[src/rtl/sram_access_arbiter_if.sv]
// sram_access_arbiter_if: requester-side request/grant bus shared by UART, decoder and VGA.
interface sram_access_arbiter_if;
  logic [2:0] req;
  logic [2:0] grant;
  logic [2:0] rvalid;
  logic [17:0] uart_address;
  logic [15:0] uart_write_data;
  logic uart_we_n;
  logic [17:0] dec_address;
  logic [15:0] dec_write_data;
  logic dec_we_n;
  logic [17:0] vga_address;
  modport master (
    output req, uart_address, uart_write_data, uart_we_n,
    output dec_address, dec_write_data, dec_we_n, vga_address,
    input grant, rvalid
  );
  modport slave (
    input req, uart_address, uart_write_data, uart_we_n,
    input dec_address, dec_write_data, dec_we_n, vga_address,
    output grant, rvalid
  );
endinterface

[src/rtl/sram_access_arbiter.sv]
// sram_access_arbiter: registered request/grant scheduler sharing one SRAM_Controller port (UART > decoder > VGA).
// Define ARB_STATS_EN to add per-requester grant_cycles and max_wait counters.
module sram_access_arbiter #(
  parameter int READ_LATENCY = 2,
  parameter int MAX_BURST = 64
) (
  input  logic CLOCK_50_I,
  input  logic resetn,
  sram_access_arbiter_if.slave bus,
  output logic [17:0] SRAM_address,
  output logic [15:0] SRAM_write_data,
  output logic SRAM_we_n,
  output logic arb_busy
`ifdef ARB_STATS_EN
  ,
  output logic [2:0][31:0] grant_cycles,
  output logic [2:0][15:0] max_wait
`endif
);
  localparam int CW = $clog2(MAX_BURST + 1);
  localparam logic [CW-1:0] CAP = CW'(MAX_BURST - 1);
  typedef enum logic [1:0] {S_ARB_IDLE, S_ARB_OWN, S_ARB_TURN} state_t;
  state_t state;
  logic [2:0] grant, last_owner, contenders, fair_req;
  logic [CW-1:0] burst_cnt;
  logic [3:0] stage [READ_LATENCY];

  function automatic logic [2:0] pick(input logic [2:0] r);
    return r[0] ? 3'b001 : r[1] ? 3'b010 : r[2] ? 3'b100 : 3'b000;
  endfunction

  assign contenders = bus.req & ~grant;
  // the last preempted owner sits out one arbitration if anyone else is waiting
  assign fair_req = (bus.req & ~last_owner) != 3'b000 ? bus.req & ~last_owner : bus.req;

  always_ff @(posedge CLOCK_50_I or negedge resetn) begin
    if (!resetn) begin
      state <= S_ARB_IDLE;
      grant <= 3'b000;
      burst_cnt <= '0;
      last_owner <= 3'b000;
    end else begin
      case (state)
        S_ARB_IDLE: if (bus.req != 3'b000) begin
          grant <= pick(bus.req);
          burst_cnt <= '0;
          state <= S_ARB_OWN;
        end
        S_ARB_OWN: if ((bus.req & grant) == 3'b000) begin
          grant <= 3'b000;
          state <= S_ARB_TURN;
        end else if (burst_cnt == CAP && contenders != 3'b000) begin
          grant <= 3'b000;
          last_owner <= grant;
          state <= S_ARB_TURN;
        end else begin
          burst_cnt <= burst_cnt == CAP ? CAP : burst_cnt + 1'b1;
        end
        S_ARB_TURN: if (bus.req != 3'b000) begin
          grant <= pick(fair_req);
          burst_cnt <= '0;
          state <= S_ARB_OWN;
        end else begin
          last_owner <= 3'b000;
          state <= S_ARB_IDLE;
        end
        default: state <= S_ARB_IDLE;
      endcase
    end
  end

  always_comb begin
    SRAM_address = grant[0] ? bus.uart_address : grant[1] ? bus.dec_address : grant[2] ? bus.vga_address : 18'h0;
    SRAM_write_data = grant[0] ? bus.uart_write_data : grant[1] ? bus.dec_write_data : 16'h0;
    SRAM_we_n = grant[0] ? bus.uart_we_n : grant[1] ? bus.dec_we_n : 1'b1;
  end

  // {grant, we_n} follows each access through the SRAM read latency
  always_ff @(posedge CLOCK_50_I or negedge resetn) begin
    if (!resetn) begin
      for (int i = 0; i < READ_LATENCY; i++) stage[i] <= 4'h0;
    end else begin
      stage[0] <= {grant, SRAM_we_n};
      for (int i = 1; i < READ_LATENCY; i++) stage[i] <= stage[i-1];
    end
  end

  assign bus.rvalid = stage[READ_LATENCY-1][0] ? stage[READ_LATENCY-1][3:1] : 3'b000;
  assign bus.grant = grant;
  assign arb_busy = state != S_ARB_IDLE;

`ifdef ARB_STATS_EN
  logic [2:0][15:0] wait_cnt, wait_nxt;
  always_comb begin
    for (int i = 0; i < 3; i++) wait_nxt[i] = wait_cnt[i] == 16'hFFFF ? wait_cnt[i] : wait_cnt[i] + 16'd1;
  end
  always_ff @(posedge CLOCK_50_I or negedge resetn) begin
    if (!resetn) begin
      grant_cycles <= '0;
      max_wait <= '0;
      wait_cnt <= '0;
    end else begin
      for (int i = 0; i < 3; i++) begin
        if (state == S_ARB_OWN && grant[i]) grant_cycles[i] <= grant_cycles[i] + 32'd1;
        wait_cnt[i] <= bus.req[i] && !grant[i] ? wait_nxt[i] : 16'd0;
        if (bus.req[i] && !grant[i] && wait_nxt[i] > max_wait[i]) max_wait[i] <= wait_nxt[i];
      end
    end
  end
`endif
endmodule

[src/flat_wrapper.sv]
// flat-port wrapper written by rule: the top's interface ports become plain ports
module sram_access_arbiter_flat 
#(
  parameter int READ_LATENCY = 2,
  parameter int MAX_BURST = 64
)
  (CLOCK_50_I, resetn, SRAM_address, SRAM_write_data, SRAM_we_n, arb_busy, bus_req, bus_uart_address, bus_uart_write_data, bus_uart_we_n, bus_dec_address, bus_dec_write_data, bus_dec_we_n, bus_vga_address, bus_grant, bus_rvalid);
  sram_access_arbiter_if bus_i ();
  input  logic CLOCK_50_I;
  input  logic resetn;
  output logic [17:0] SRAM_address;
  output logic [15:0] SRAM_write_data;
  output logic SRAM_we_n;
  output logic arb_busy;
  input wire logic [$bits(bus_i.req)-1:0] bus_req;
  input wire logic [$bits(bus_i.uart_address)-1:0] bus_uart_address;
  input wire logic [$bits(bus_i.uart_write_data)-1:0] bus_uart_write_data;
  input wire logic [$bits(bus_i.uart_we_n)-1:0] bus_uart_we_n;
  input wire logic [$bits(bus_i.dec_address)-1:0] bus_dec_address;
  input wire logic [$bits(bus_i.dec_write_data)-1:0] bus_dec_write_data;
  input wire logic [$bits(bus_i.dec_we_n)-1:0] bus_dec_we_n;
  input wire logic [$bits(bus_i.vga_address)-1:0] bus_vga_address;
  output wire logic [$bits(bus_i.grant)-1:0] bus_grant;
  output wire logic [$bits(bus_i.rvalid)-1:0] bus_rvalid;
  assign bus_i.req = bus_req;
  assign bus_i.uart_address = bus_uart_address;
  assign bus_i.uart_write_data = bus_uart_write_data;
  assign bus_i.uart_we_n = bus_uart_we_n;
  assign bus_i.dec_address = bus_dec_address;
  assign bus_i.dec_write_data = bus_dec_write_data;
  assign bus_i.dec_we_n = bus_dec_we_n;
  assign bus_i.vga_address = bus_vga_address;
  assign bus_grant = bus_i.grant;
  assign bus_rvalid = bus_i.rvalid;
  sram_access_arbiter #(.READ_LATENCY(READ_LATENCY), .MAX_BURST(MAX_BURST)) u_core (.CLOCK_50_I(CLOCK_50_I), .resetn(resetn), .bus(bus_i), .SRAM_address(SRAM_address), .SRAM_write_data(SRAM_write_data), .SRAM_we_n(SRAM_we_n), .arb_busy(arb_busy));
endmodule
[config.mk]
export PLATFORM = sky130hd
export DESIGN_NAME = sram_access_arbiter_flat
export DESIGN_NICKNAME = d
export VERILOG_FILES = /design/src/rtl/sram_access_arbiter_if.sv /design/src/rtl/sram_access_arbiter.sv /design/src/flat_wrapper.sv
export SDC_FILE = /design/constraint.sdc
export NUM_CORES = 1
export LEC_CHECK = 0
export CAP_MARGIN = 0
export CORE_MARGIN = 5
export CORE_UTILIZATION = 36
export CTS_CLUSTER_DIAMETER = 60
export DETAILED_ROUTE_END_ITERATION = 7
export PLACE_DENSITY = 0.87
export SLEW_MARGIN = 20
export SYNTH_ARGS = -nofsm -noshare
export SYNTH_HDL_FRONTEND = slang
export SYNTH_SLANG_ARGS = --single-unit
[constraint.sdc]
create_clock -name CLOCK_50_I -period 5 [get_ports CLOCK_50_I]
set_clock_uncertainty 0.1 [all_clocks]
set_input_delay 1.25 -clock CLOCK_50_I [delete_from_list [all_inputs] [get_ports CLOCK_50_I]]
set_output_delay 1.25 -clock CLOCK_50_I [all_outputs]
set_load 0.05 [all_outputs]
### Yosys cells after proc, flatten, opt, wreduce, memory -nomap -nowiden

Cells that the tools add are included.

| storage, ports and cells | value |
|---|---|
| flip-flop bits (word level) | 23 |
| input bits | 93 |
| output and inout bits | 42 |

| operators by class | value |
|---|---|
| eq/ne operators | 11 |
| bitwise gates (word level) | 5 |
| reductions and logical operators | 15 |
| $add $sub $neg | 1 |
| multiplexer cells | 34 |

Operators with widths:

| operator | count |
|---|---|
| two-way mux 18 bit | 3 |
| two-way mux 3 bit | 15 |
| two-way mux 16 bit | 2 |
| two-way mux 7 bit | 4 |
| one-hot mux 7 bit (2 select lines) | 1 |
| AND reduction 4 bit | 3 |
| nonzero test 3 bit | 4 |
| bitwise AND 3 bit | 3 |
| one-hot mux 3 bit (3 select lines) | 1 |
| != test 2 x 1 -> 1 bit, second input constant | 4 |
| adder 7 x 1 -> 7 bit, second input constant | 1 |
| == test 7 x 6 -> 1 bit, second input constant | 1 |
| two-way mux 2 bit | 3 |
| != test 2 bit, second input constant | 3 |
| NOT 3 bit | 2 |
| one-hot mux 2 bit (3 select lines) | 1 |
| one-hot mux 3 bit (2 select lines) | 1 |
| nonzero test 2 bit | 3 |
| logical NOT 3 bit | 1 |
| two-way mux 1 bit | 3 |
| != test 3 x 1 -> 1 bit, second input constant | 1 |
| == test 2 x 1 -> 1 bit, second input constant | 1 |
| == test 2 bit, second input constant | 1 |
| logical NOT 2 bit | 1 |
| other kinds (3) | 3 |

### Logic depth before layout (Yosys ltp)

Gate-level depths: netlist of run 1.

| logic depth | value |
|---|---|
| depth after elaboration | 9 |
| mapped depth | 7 |
| depth with buffers taken out | 6 |

### Worst setup path before layout of run 1

Ideal clock, no wire load.

| timing | value |
|---|---|
| path kind | register to output |
| start point | reg u_core.grant[2], in the netlist u_core.bus.grant[2] |
| end point | out SRAM_address[10] |
| path buffers | 2 |
| cell stages (with the launch flop) | 6 |
| data required time | 3.650 ns |
| data arrival time | 2.606 ns |
| path slack | 1.044 ns |
| cell sequence | dfrtp_1 nor2b_1 clkbuf_1 clkbuf_1 a22oi_1 o21ai_0 |

| on the way | value |
|---|---|
| word-level cells in the longest chain between the ends | 3 |

RTL lines:

| item | line | RTL |
|---|---|---|
| from (decl) | sram_access_arbiter.sv:24 | `logic [2:0] grant, last_owner, contenders, fair_req;` |
| from (signal assigned) | sram_access_arbiter.sv:45 | `grant <= pick(bus.req);` |
| from (signal assigned) | sram_access_arbiter.sv:60 | `grant <= pick(fair_req);` |
| two-way mux 18 bit (3 in a row) | sram_access_arbiter.sv:73 | `SRAM_address = grant[0] ? bus.uart_address : grant[1] ? bus.dec_address : grant[2] ? bus.vga_address : 18'h0;` |
| to (decl) | flat_wrapper.sv:11 | `output logic [17:0] SRAM_address;` |

No other way between the ends.

### Worst setup path in the final report of run 1

| timing | value |
|---|---|
| start point | in bus_vga_address[15] |
| end point | out SRAM_address[15] |

| on the way | value |
|---|---|
| word-level cells in the longest chain between the ends | 3 |

RTL lines:

| item | line | RTL |
|---|---|---|
| from (decl) | flat_wrapper.sv:22 | `input wire logic [$bits(bus_i.vga_address)-1:0] bus_vga_address;` |
| two-way mux 18 bit (3 in a row) | sram_access_arbiter.sv:73 |  |

No other way between the ends.

==> impl_metrics.tcl, run 1 <==
set metrics [dict create \
    syn_area_sq_mm 0.001700 \
    layout-drive-gt1-share_pct 3.927 \
    globalRouteOverflowTotal 0 \
    async_flop_share_pct 100.0 \
    leakage_nw 1.280 \
    route.met3.wl_um 426 \
    grt_max_degree 32 \
    cts_buffers 3 \
    synth.avg_cell_area_sq_um 8.418 \
    finalHoldViolations 0 \
    drv_slew 0 \
    cts.repair.resized 0 \
    root_buffer "clkbuf_8" \
    rsz0062_at_grt "no" \
    ys_types 35 \
    wl_met1_um 2428 \
    hold_class "reg -> reg" \
    max-slew-margin-rel_pct 44.29 \
    synth_seq_cells 23 \
    wl_met2_um 3412 \
    antenna_cells 0 \
    fp-row-count 25 \
    end_kind "output pin" \
    synthFlopType "dfrtp_1" \
    synth_top_area_share_pct 33.85 \
    cts_tree "done" \
    finalCriticalPeriod_ns 4.264 \
    top_layer "met4" \
    dpl_worst_slack_ns 0.7580 \
    initial_core_util_pct 36.48 \
    finalNetCount 432 \
    setup_violations 0 \
    first_pass_iters 4 \
    port_buffers 134 \
    synth_top_area_cell "dfrtp_1" \
    numClockSinks 23 \
    post_cts.repair.setup_buffers 0 \
    syn-num-nets 302 \
    drc 0 \
    cts_max_level 1 \
    outcome "completed" \
    period_share_pct 85.28 \
    layout.cells.most_common "clkdlybuf4s50_1" \
    hpwlAfterDp_um 5237 \
    syn_inst 202 \
    die_w_um 78.73 \
    grtUsageTotal_pct 19.79 \
    dieArea_sq_mm 0.006198 \
    grt_pass1_wl_um 9853 \
    post-place-cells 381 \
    path_clk_slew_ns 0.07 \
    final_cell_mix "133 x clkdlybuf4s50_1, 27 x nand2_1, 27 x o21ai_0" \
    routed_wl_um 6358 \
    drtIter0Drc 108 \
    fin_cells 385 \
    grt_pass1_vias 2029 \
    antenna_found_initial 0 \
    ys_warn_count 0 \
    die_y_um 78.73 \
    power_mw 1.640 \
    arrival_ns 2.91 \
    wl_per_cell_um 16.51 \
    synth_seq_area_share_pct 33.85 \
    routabilityCongestion 0.8074 \
    critPathKind "in -> out" \
    core_sq_mm 0.004661 \
    viasPerCell 5.216 \
    ir_worst_vdd_uv 257.3 \
    worst_pin_slew_ns 0.8356 \
    timing.final.ws_setup_ns 0.7360 \
    max_freq_mhz 234.5 \
    area_growth_pct 84.11 \
    synth_edf_count 0 \
    worst_hold_slack_ns 0.2514 \
    cts_buffer_depth 2 \
    netlist_top_cells_area "dfrtp_1 34%, a22o_1 9.8%, o21ai_0 7.9%, a22oi_1 7.5%, nand2_1 6.0%" \
    critPathLaunchType "input port" \
    ctsHoldBuffers 0 \
    worstPathRequired_ns 3.65 \
    pwr_density_cell_mw_per_mm2 523.8 \
    clk_latency_ns 0.26 \
    io_pins 135 \
    ant_nets 0 \
    fin_tns_setup_ns 0 \
    num_vias 2008 \
    maxCapViolations 0 \
    worstPathMaxFanout 1 \
]
==> synth_stat cells, drive strengths merged, types with 5 or more instances <==
library cell,n
clkbuf,12
dfrtp,23
a22oi,17
o21ai,27
a21oi,9
inv,9
and2,5
nor2b,6
and3,5
ha,7
a22o,19
nand2,27
==> metal layers <==
metal	up-vias	global-route usage (%)
met1	923	22.80
met4	0	4.021
li1	1012	-
met2	67	37.01
met3	6	4.649
met5	-	0
==> where the power goes <==
group	switching [mW]	internal [mW]
sequential	0.0596	0.241
clock	0.0548	0.0554
combinational	0.773	0.456
==> worst max-delay path: stages <==
cell and delay, ns:
clkdlybuf4s50_1 0.45, nand2_1 0.04, nor2_1 0.09, a21oi_1 0.05, o21ai_0 0.19, clkdlybuf4s50_1 0.83
==> kinds of logic (layout without fill, tap and decap cells) <==
logic type      after synthesis  after routing  synth area share [%]
compound gates               89             89                 36.42
simple gates                 57             57                 16.63
flops                        23             23                 33.85
buf+inv                      22            151                 4.929
fa+ha+maj                     7              7                 5.151
mux                           4              4                 3.017
==> final cells by class <==
class                      count  area (sq um)
fill                         389          1530
timing repair buffer         138          1366
multi-input combinational    157          1041
sequential                    23         575.6
tap                           54         67.56
clock buffer                   3         41.29
inverter                       9         33.78
clock inverter                 1         5.005
==> final timing paths <==
check	to	slack [ns]	cells after the start	startpoint
min in group asynchronous	u_core.burst_cnt[4]	0.85	1	resetn
worst max register to register	u_core.bus.grant[1]	2.61	5	u_core.bus.grant[1]
worst max-delay path	SRAM_address[15]	0.74	6	bus_vga_address[15]
worst min-delay path	u_core.stage[1]	0.25	0	u_core.stage[5]
worst min register to register	u_core.stage[1]	0.25	0	u_core.stage[5]
max in group asynchronous	u_core.stage[7]	3.61	1	resetn
==> through the flow <==
stage | util [%] | instance area [sq um]
after floorplan | - | 1700
after global placement | 66.28 | 3089
after detailed placement | 66.28 | 3089
after CTS | 67.28 | 3136
after global routing | 67.17 | 3131
final | 67.17 | 3131
==> registers in the layout (all words and copies together), names as in the netlist <==
name / count
u_core.bus.grant: 3
u_core.last_owner: 3
u_core.burst_cnt: 7
u_core.state: 2
u_core.stage: 8
No activity file was read; power rests on OpenSTA's default activity.
==> run 2, diff against run 1 <==
--- a/config.mk
+++ b/config.mk
@@ -6,7 +6,7 @@
 export NUM_CORES = 1
 export LEC_CHECK = 0
 export CAP_MARGIN = 0
-export CORE_MARGIN = 5
+export CORE_MARGIN = 4
 export CORE_UTILIZATION = 36
 export CTS_CLUSTER_DIAMETER = 60
 export DETAILED_ROUTE_END_ITERATION = 7
==> impl_metrics.tcl, run 2 (synthesis results as in run 1) <==
set metrics [dict create \
    max_freq_mhz 233.7 \
    maxCapViolations 0 \
    routabilityCongestion 0.8317 \
    largest_register_ffs 8 \
    setup_violations 0 \
    finalCriticalPeriod_ns 4.279 \
    grt_use_met2_pct 39.29 \
    max-slew-margin-rel_pct 44.67 \
    rsz0062_at_grt "no" \
    hold_class "reg -> reg" \
    initial_core_util_pct 38.00 \
    cp_slowest_stage_delay_ns 0.83 \
    antenna_found_initial 0 \
    dieArea_sq_mm 0.005887 \
    finalHoldViolations 0 \
    crit_path_frequent_cell "clkdlybuf4s50_1" \
    grt_pass1_vias 1992 \
    viasPerCell 5.380 \
    drc 0 \
    ctsHoldBuffers 0 \
    multi_input_area_sq_mm 0.001041 \
    globalRouteOverflowTotal 0 \
    outcome "completed" \
    leakage_nw 1.275 \
    use_met1_pct 21.51 \
    ir_worst_vdd_uv 248.1 \
    fp-row-count 24 \
    layout-drive-gt1-share_pct 3.636 \
    reg2reg_depth 5 \
    numClockSinks 23 \
    fin_cells 382 \
    holdCritStartpoint "u_core.stage[6]" \
    cp_num_buf_inv 2 \
    path_clk_slew_ns 0.08 \
    grt_busiest_layer "met2" \
    cts_buffers 3 \
    wl_per_cell_um 16.48 \
    arrival_ns 2.93 \
    hold_end "u_core.stage[2]" \
    core_sq_mm 0.004474 \
    cts_buffer_depth 2 \
    hold_depth 0 \
    cp_cell_sequence "clkdlybuf4s50_1, nand2_1, nor2_1, a21oi_1, o21ai_0, clkdlybuf4s50_1" \
    end_kind "output pin" \
    ff_latch_area_sq_um 575.6 \
    port_buffers 134 \
    drv_slew 0 \
    critPathKind "in -> out" \
    die_w_um 76.73 \
    period_share_pct 85.57 \
    worst_hold_slack_ns 0.2536 \
    fin_tns_setup_ns 0 \
    pwr_density_cell_mw_per_mm2 524.8 \
    reg_top3 "u_core.stage x8, u_core.burst_cnt x7" \
    num_vias 2055 \
    post-place-cells 378 \
    first_pass_iters 4 \
    grt_max_degree 40 \
    finalNetCount 431 \
    cts_max_level 1 \
    area_growth_pct 83.52 \
    layout.cells.most_common "clkdlybuf4s50_1" \
    final_util_pct 69.74 \
    io_pins 135 \
    worstPathMaxFanout 1 \
    top_register "u_core.stage" \
    final_cell_mix "133 x clkdlybuf4s50_1, 27 x nand2_1, 27 x o21ai_0" \
    worstPathRequired_ns 3.65 \
    routed_wl_um 6295 \
    grt_pass1_wl_um 9729 \
    clk_latency_ns 0.27 \
    antenna_cells 0 \
    ant_nets 0 \
    grtUsageTotal_pct 20.20 \
    cts.repair.resized 0 \
    cts_tree "done" \
    die_y_um 76.73 \
    r2r_end "u_core.bus.grant[2]" \
    critPathLaunchType "input port" \
    cp_top_family "buffers and inverters" \
    fillCellCount 357 \
    drtIter0Drc 106 \
    root_buffer "clkbuf_8" \
    critPathSlowestCell "clkdlybuf4s50_1" \
    post_cts.repair.setup_buffers 0 \
    hpwlAfterDp_um 4944 \
    reg2reg_setup_slack_ns 2.51 \
    grt_use_met3_pct 4.098 \
    crit-reg2reg-launch "u_core.bus.grant[1]" \
    worst_pin_slew_ns 0.8299 \
]
==> run 2: cell types whose count changed in the layout (fill, tap and decap cells not counted) <==
cell,previous run,this run
buf_4,4,3
==> run 2: worst max path at each step <==
| stage | cells past startpoint | end | slack (ns) | startpoint |
|---|---|---|---|---|
| CTS | 6 | SRAM_address[15] | 0.71 | bus_vga_address[15] |
| detailed placement | 6 | SRAM_address[15] | 0.74 | bus_vga_address[15] |
| floorplan | 5 | SRAM_address[10] | 1.04 | u_core.bus.grant[2] |
| global route | 6 | SRAM_address[15] | 0.65 | bus_vga_address[15] |
| finish | 6 | SRAM_address[15] | 0.72 | bus_vga_address[15] |
| global placement | 6 | SRAM_address[15] | 0.74 | bus_vga_address[15] |
==> run 2: where the power goes <==
part	total [mW]	internal, mW	switching, mW
clock	0.115	0.0557	0.0591
combinational	1.20	0.452	0.752
sequential	0.318	0.241	0.0777
total	1.64	0.749	0.889
==> run 2: area by class of cell <==
type	instances	share of cell area [%]
Timing Repair Buffer	137	43.54
Multi-Input combinational cell	157	33.36
Sequential cell	23	18.44
Tap cell	52	2.085
Clock buffer	3	1.323
Inverter	9	1.083
Clock inverter	1	0.1604
==> run 2: layer usage <==
metal  vias up  share of wire (%)
met3        12                5.7
met4         0                2.2
li1       1014                  -
met5         -                  0
met2        79                 54
met1       950                 39
==> run 2: stage by stage <==
stage	area [sq um]	worst slack, ns	total power, mW
final	3120	0.7215	1.638
after global routing	3120	0.6481	1.731
after CTS	3126	0.7128	1.646
after detailed placement	3079	0.7410	1.523
after global placement	3079	0.7401	1.507
after floorplan	1700	1.044	1.121
